[src/rtl/pipe_stage_skid.sv]
// Pipeline stage register with valid/ready handshake, stall back-pressure and
// synchronous flush. SKID_EN=1 adds a second (skid) entry so in_ready comes
// straight from a flop and never depends on out_ready of the same cycle.
// SKID_EN=0 keeps a single entry with a combinational in_ready.
module pipe_stage_skid #(
  parameter int DATA_W  = 129,
  parameter bit SKID_EN = 1'b1
) (
  input  logic              clk,
  input  logic              reset,
  input  logic              flush,
  input  logic              in_valid,
  output logic              in_ready,
  input  logic [DATA_W-1:0] in_data,
  output logic              out_valid,
  input  logic              out_ready,
  output logic [DATA_W-1:0] out_data,
  output logic [1:0]        occupancy
);

  logic              accept;
  logic              emit;
  logic [DATA_W-1:0] m_data;

  assign accept   = in_valid & in_ready;
  assign emit     = out_valid & out_ready;
  assign out_data = m_data;

  if (SKID_EN) begin : g_skid
    // Encoding chosen so bit0 is the main-entry valid and bit1 the skid-entry
    // valid; outputs then come directly off the state flops.
    typedef enum logic [1:0] {
      ST_EMPTY = 2'b00,
      ST_ONE   = 2'b01,
      ST_FULL  = 2'b11
    } state_t;

    state_t            state_q;
    state_t            state_d;
    logic              load_m;
    logic              load_m_from_s;
    logic              load_s;
    logic [DATA_W-1:0] s_data;

    // Next-state and register-load decode.
    always_comb begin
      // NOTE: every output of this block gets a default first so no path
      // leaves a variable unassigned, which would infer a latch.
      state_d       = state_q;
      load_m        = 1'b0;
      load_m_from_s = 1'b0;
      load_s        = 1'b0;
      unique case (state_q)
        ST_EMPTY: begin
          if (accept) begin
            state_d = ST_ONE;
            load_m  = 1'b1;
          end
        end
        ST_ONE: begin
          if (emit && accept) begin
            load_m = 1'b1;
          end else if (emit) begin
            state_d = ST_EMPTY;
          end else if (accept) begin
            state_d = ST_FULL;
            load_s  = 1'b1;
          end
        end
        ST_FULL: begin
          if (emit) begin
            state_d       = ST_ONE;
            load_m_from_s = 1'b1;
          end
        end
        default: state_d = ST_EMPTY;
      endcase
      // Flush kills everything held and drops any same-cycle accept; data
      // registers are left alone since they are don't-care while invalid.
      if (flush) begin
        state_d       = ST_EMPTY;
        load_m        = 1'b0;
        load_m_from_s = 1'b0;
        load_s        = 1'b0;
      end
    end

    // State register; reset wins over flush and all transfers.
    always_ff @(posedge clk) begin
      // NOTE: sequential state uses non-blocking assignments so every flop
      // samples pre-edge values regardless of block evaluation order.
      if (!reset) state_q <= ST_EMPTY;
      else        state_q <= state_d;
    end

    // Payload registers for the main and skid entries.
    always_ff @(posedge clk) begin
      // NOTE: the payload registers are reset too, because out_data must read
      // zero after reset rather than stale or X contents.
      if (!reset) begin
        m_data <= '0;
        s_data <= '0;
      end else begin
        if (load_m)             m_data <= in_data;
        else if (load_m_from_s) m_data <= s_data;
        if (load_s)             s_data <= in_data;
      end
    end

    assign out_valid = state_q[0];
    assign in_ready  = ~state_q[1];
    assign occupancy = {1'b0, state_q[0]} + {1'b0, state_q[1]};

  end else begin : g_single
    logic m_valid;

    // Single entry: load on accept, drain on emit without a replacement.
    always_ff @(posedge clk) begin
      if (!reset) begin
        m_valid <= 1'b0;
        m_data  <= '0;
      end else if (flush) begin
        m_valid <= 1'b0;
      end else if (accept) begin
        m_valid <= 1'b1;
        m_data  <= in_data;
      end else if (emit) begin
        m_valid <= 1'b0;
      end
    end

    assign out_valid = m_valid;
    assign in_ready  = ~m_valid | out_ready;
    assign occupancy = {1'b0, m_valid};
  end

endmodule

[config.mk]
export PLATFORM = sky130hd
export DESIGN_NAME = pipe_stage_skid
export DESIGN_NICKNAME = d
export VERILOG_FILES = /design/src/rtl/pipe_stage_skid.sv
export SDC_FILE = /design/constraint.sdc
export NUM_CORES = 1
export LEC_CHECK = 0
export CAP_MARGIN = 5
export CORE_ASPECT_RATIO = 1.75
export CORE_MARGIN = 2
export CORE_UTILIZATION = 25
export DETAILED_ROUTE_END_ITERATION = 16
export PLACE_DENSITY = 0.53
export RECOVER_POWER = 100
export SETUP_SLACK_MARGIN = 0.1
export SLEW_MARGIN = 25
export SYNTH_ARGS = -nofsm -noshare
export SYNTH_HDL_FRONTEND = slang
export SYNTH_SLANG_ARGS = --single-unit
[constraint.sdc]
create_clock -name clk -period 2.5 [get_ports clk]
set_clock_uncertainty 0.15 [all_clocks]
set_input_delay 0.5 -clock clk [delete_from_list [all_inputs] [get_ports clk]]
set_output_delay 0.5 -clock clk [all_outputs]
set_load 0.01 [all_outputs]
==> out/qor.csv <==
metric;value;unit
status;complete, no violations;
Filler Cell Count;4501;
fin nets;1526;
Mapped Cells;1159;
Power per Cell Area;655;nW/um2
die area;45800;um2
Peak VDD IR;0.000428;V
Root Driver;clkbuf_16;
internal power;7.49;mW
first-pass GRT wire length;50300;um
Total Power;9.94;mW
DIE HEIGHT;282;um
post-DR vias/cell;4.52;
mapped cell area;11000;um2
initial antenna violation count;4;
HP Class;input port to flip-flop;
WL/cell;16.5;um
Setup violations, final;0;
Yosys cell types;23;
RSZ-0062 raised after global routing;false;
Reg power frac;44.9;%
combinational power share;13.1;%
Clock power frac;42.1;%
Layout Area Growth over Synthesis;37.7;%
CP endpoint kind;output port;
Post-route DRC;0;
aggregate global-route resource usage;13.9;%
R2R cell count;7;
largest net degree at the start of global routing;135;
Reg2Reg Launch Point;g_skid.state_q[0];
FF/Latch Area;5210;um2
critical path's largest stage delay;610;ps
Ys Warns;0;
Pins Over Slew Limit;0;
post-layout util;34.9;%
IO Port Bufs;266;
routed via count;8904;
final wirelength;32600;um
post-cts resize count;5;
DP Cell Count;1924;
core area;43500;um2
Boundary Pins;267;
Routed met2 length;17500;um
DR pass1 iterations;4;
r2r endpoint;out_data[83];
Die Width;163;um
Post-Syn Nets;1297;
WP data arrival;1660;ps
TritonCTS Sinks;260;
CP cell instances;inv_1 -> dlygate4sd3_1;
Clock Tree Buf Depth;3;
Routed Antenna Nets;0;
Setup CP Type;flip-flop to output port;
Worst-Margin Slew;702;ps
layout cell share with drive strength beyond 1;5.91;%
Hold Crit Depth;2;
gpl congestion;0.714;
routed length on met1;12400;um
Syn Area/Cell;9.51;um2
1st-iter DRT viols;378;
row count;101;
CP max-delay cell;dlygate4sd3_1;
Tcrit/Tclk final;92.3;%
initial core utilization;25.4;%
critical path required time;1850;ps
Critical Path Fanout Max;5;
final non-filler cell total;1972;
final hold vios;0;
postcts setup bufs;0;
Sw Share;24.7;%
switching pwr;2.45;mW
Critical Path Start;g_skid.state_q[1];
vias in the first global route;8975;
TritonCTS clock tree;done;
final setup TNS;0;ps
Slew HR;53.2;%
leakage;7.88;nW
grt ovf;0;
FMAX;433;MHz
multi-input logic area;5200;um2
worst hold start;reset;
most frequent cells in the layout;nand2_1, dfxtp_1, clkdlybuf4s50_1;
Worst Hold Endpoint;out_data[90];
fin crit period;2310;ps
H-tree levels;1;
total CTS buffers;28;
Max Cap Viol;0;
Highest Signal Layer;met5;
Critical Path Start Type;flip-flop;
hold buffers post-CTS;0;
routed wl met3;1720;um
commonest non-fill, non-tap cell in the layout;nand2_1;
clk_lat worst skew;560;ps
register bit count reported by yosys;260;
clock transition at the registers of the reported paths;60;ps
HPWL Detailed;21800;um
FF-to-FF setup slack;210;ps
sequential area share after synthesis;47.2;%
[power by group through the flow]
stage	Combinational, mW	Clock (mW)	Sequential [mW]
2_1_floorplan	0.592	0	4.61
3_3_place_gp	1.37	0	4.55
3_5_place_dp	1.39	0	4.56
4_1_cts	1.39	4.38	4.47
5_1_grt	1.43	4.50	4.48
6_report	1.30	4.18	4.46
[worst max-delay path by stage]
stage          slack [ps]            endpoint  cells after the start
3_5_place_dp          130        out_data[44]                      5
4_1_cts               170        occupancy[0]                      3
3_3_place_gp          150   g_skid.s_data[43]                      6
5_1_grt                80            in_ready                      2
6_report              190            in_ready                      2
2_1_floorplan         520  g_skid.s_data[127]                      7
[per-layer routing]
layer  GRT usage (%)  up-vias
met5               0        -
met2            26.5      206
met3            2.77       54
met1            14.7     4230
met4            5.31        6
li1                -     4408
[sequential cells by signal (all words and copies together), names as in the netlist]
register,cells
g_skid.s_data,129
out_data,129
g_skid.state_q,2
[cell type report]
class | count | area share [%]
Sequential cell | 260 | 34.3
Antenna cell | 1 | 0.0165
Timing Repair Buffer | 299 | 20.6
Inverter | 2 | 0.0495
Tap cell | 566 | 4.67
Multi-Input combinational cell | 797 | 34.3
Clock inverter | 11 | 0.734
Clock buffer | 36 | 5.28
[logic make-up after synthesis]
logic type,count (synthesis),share of synthesized area [%]
compound gates,263,20.8
xor+xnor,1,0.0795
fa+ha+maj,4,0.454
buf+inv,102,5.66
flops,260,47.2
mux,131,11.9
simple gates,398,13.9
[critical path: cells and delay by family (launching register included)]
kind | cells | cell delay (ps)
buffers and inverters | 2 | 710
flip-flops | 1 | 400
[cells in the mapped netlist (all sizes together)]
master | number | share of area [%]
a21bo | 1 | 0.091
a21boi | 129 | 8.8
a21oi | 2 | 0.091
a22o | 1 | 0.079
a31oi | 1 | 0.057
buf | 66 | 4.4
clkbuf | 34 | 1.2
dfxtp | 260 | 47
ha | 4 | 0.45
inv | 2 | 0.068
mux2i | 131 | 12
nand2 | 391 | 13
nand2b | 1 | 0.12
nand4b | 1 | 0.079
nor2b | 1 | 0.057
nor3 | 1 | 0.091
o211a | 129 | 12
or3 | 2 | 0.11
or3b | 1 | 0.079
xnor2 | 1 | 0.079
[through the flow]
stage          hold slack (ps)  setup WS, ps  cell area, um2
2_1_floorplan              284           524           11000
3_3_place_gp               290           152           14300
3_5_place_dp               295           127           14300
4_1_cts                    108           172           15200
5_1_grt                    132          75.2           15200
6_report                   155           192           15200
Power figures use the tool's default switching activity.
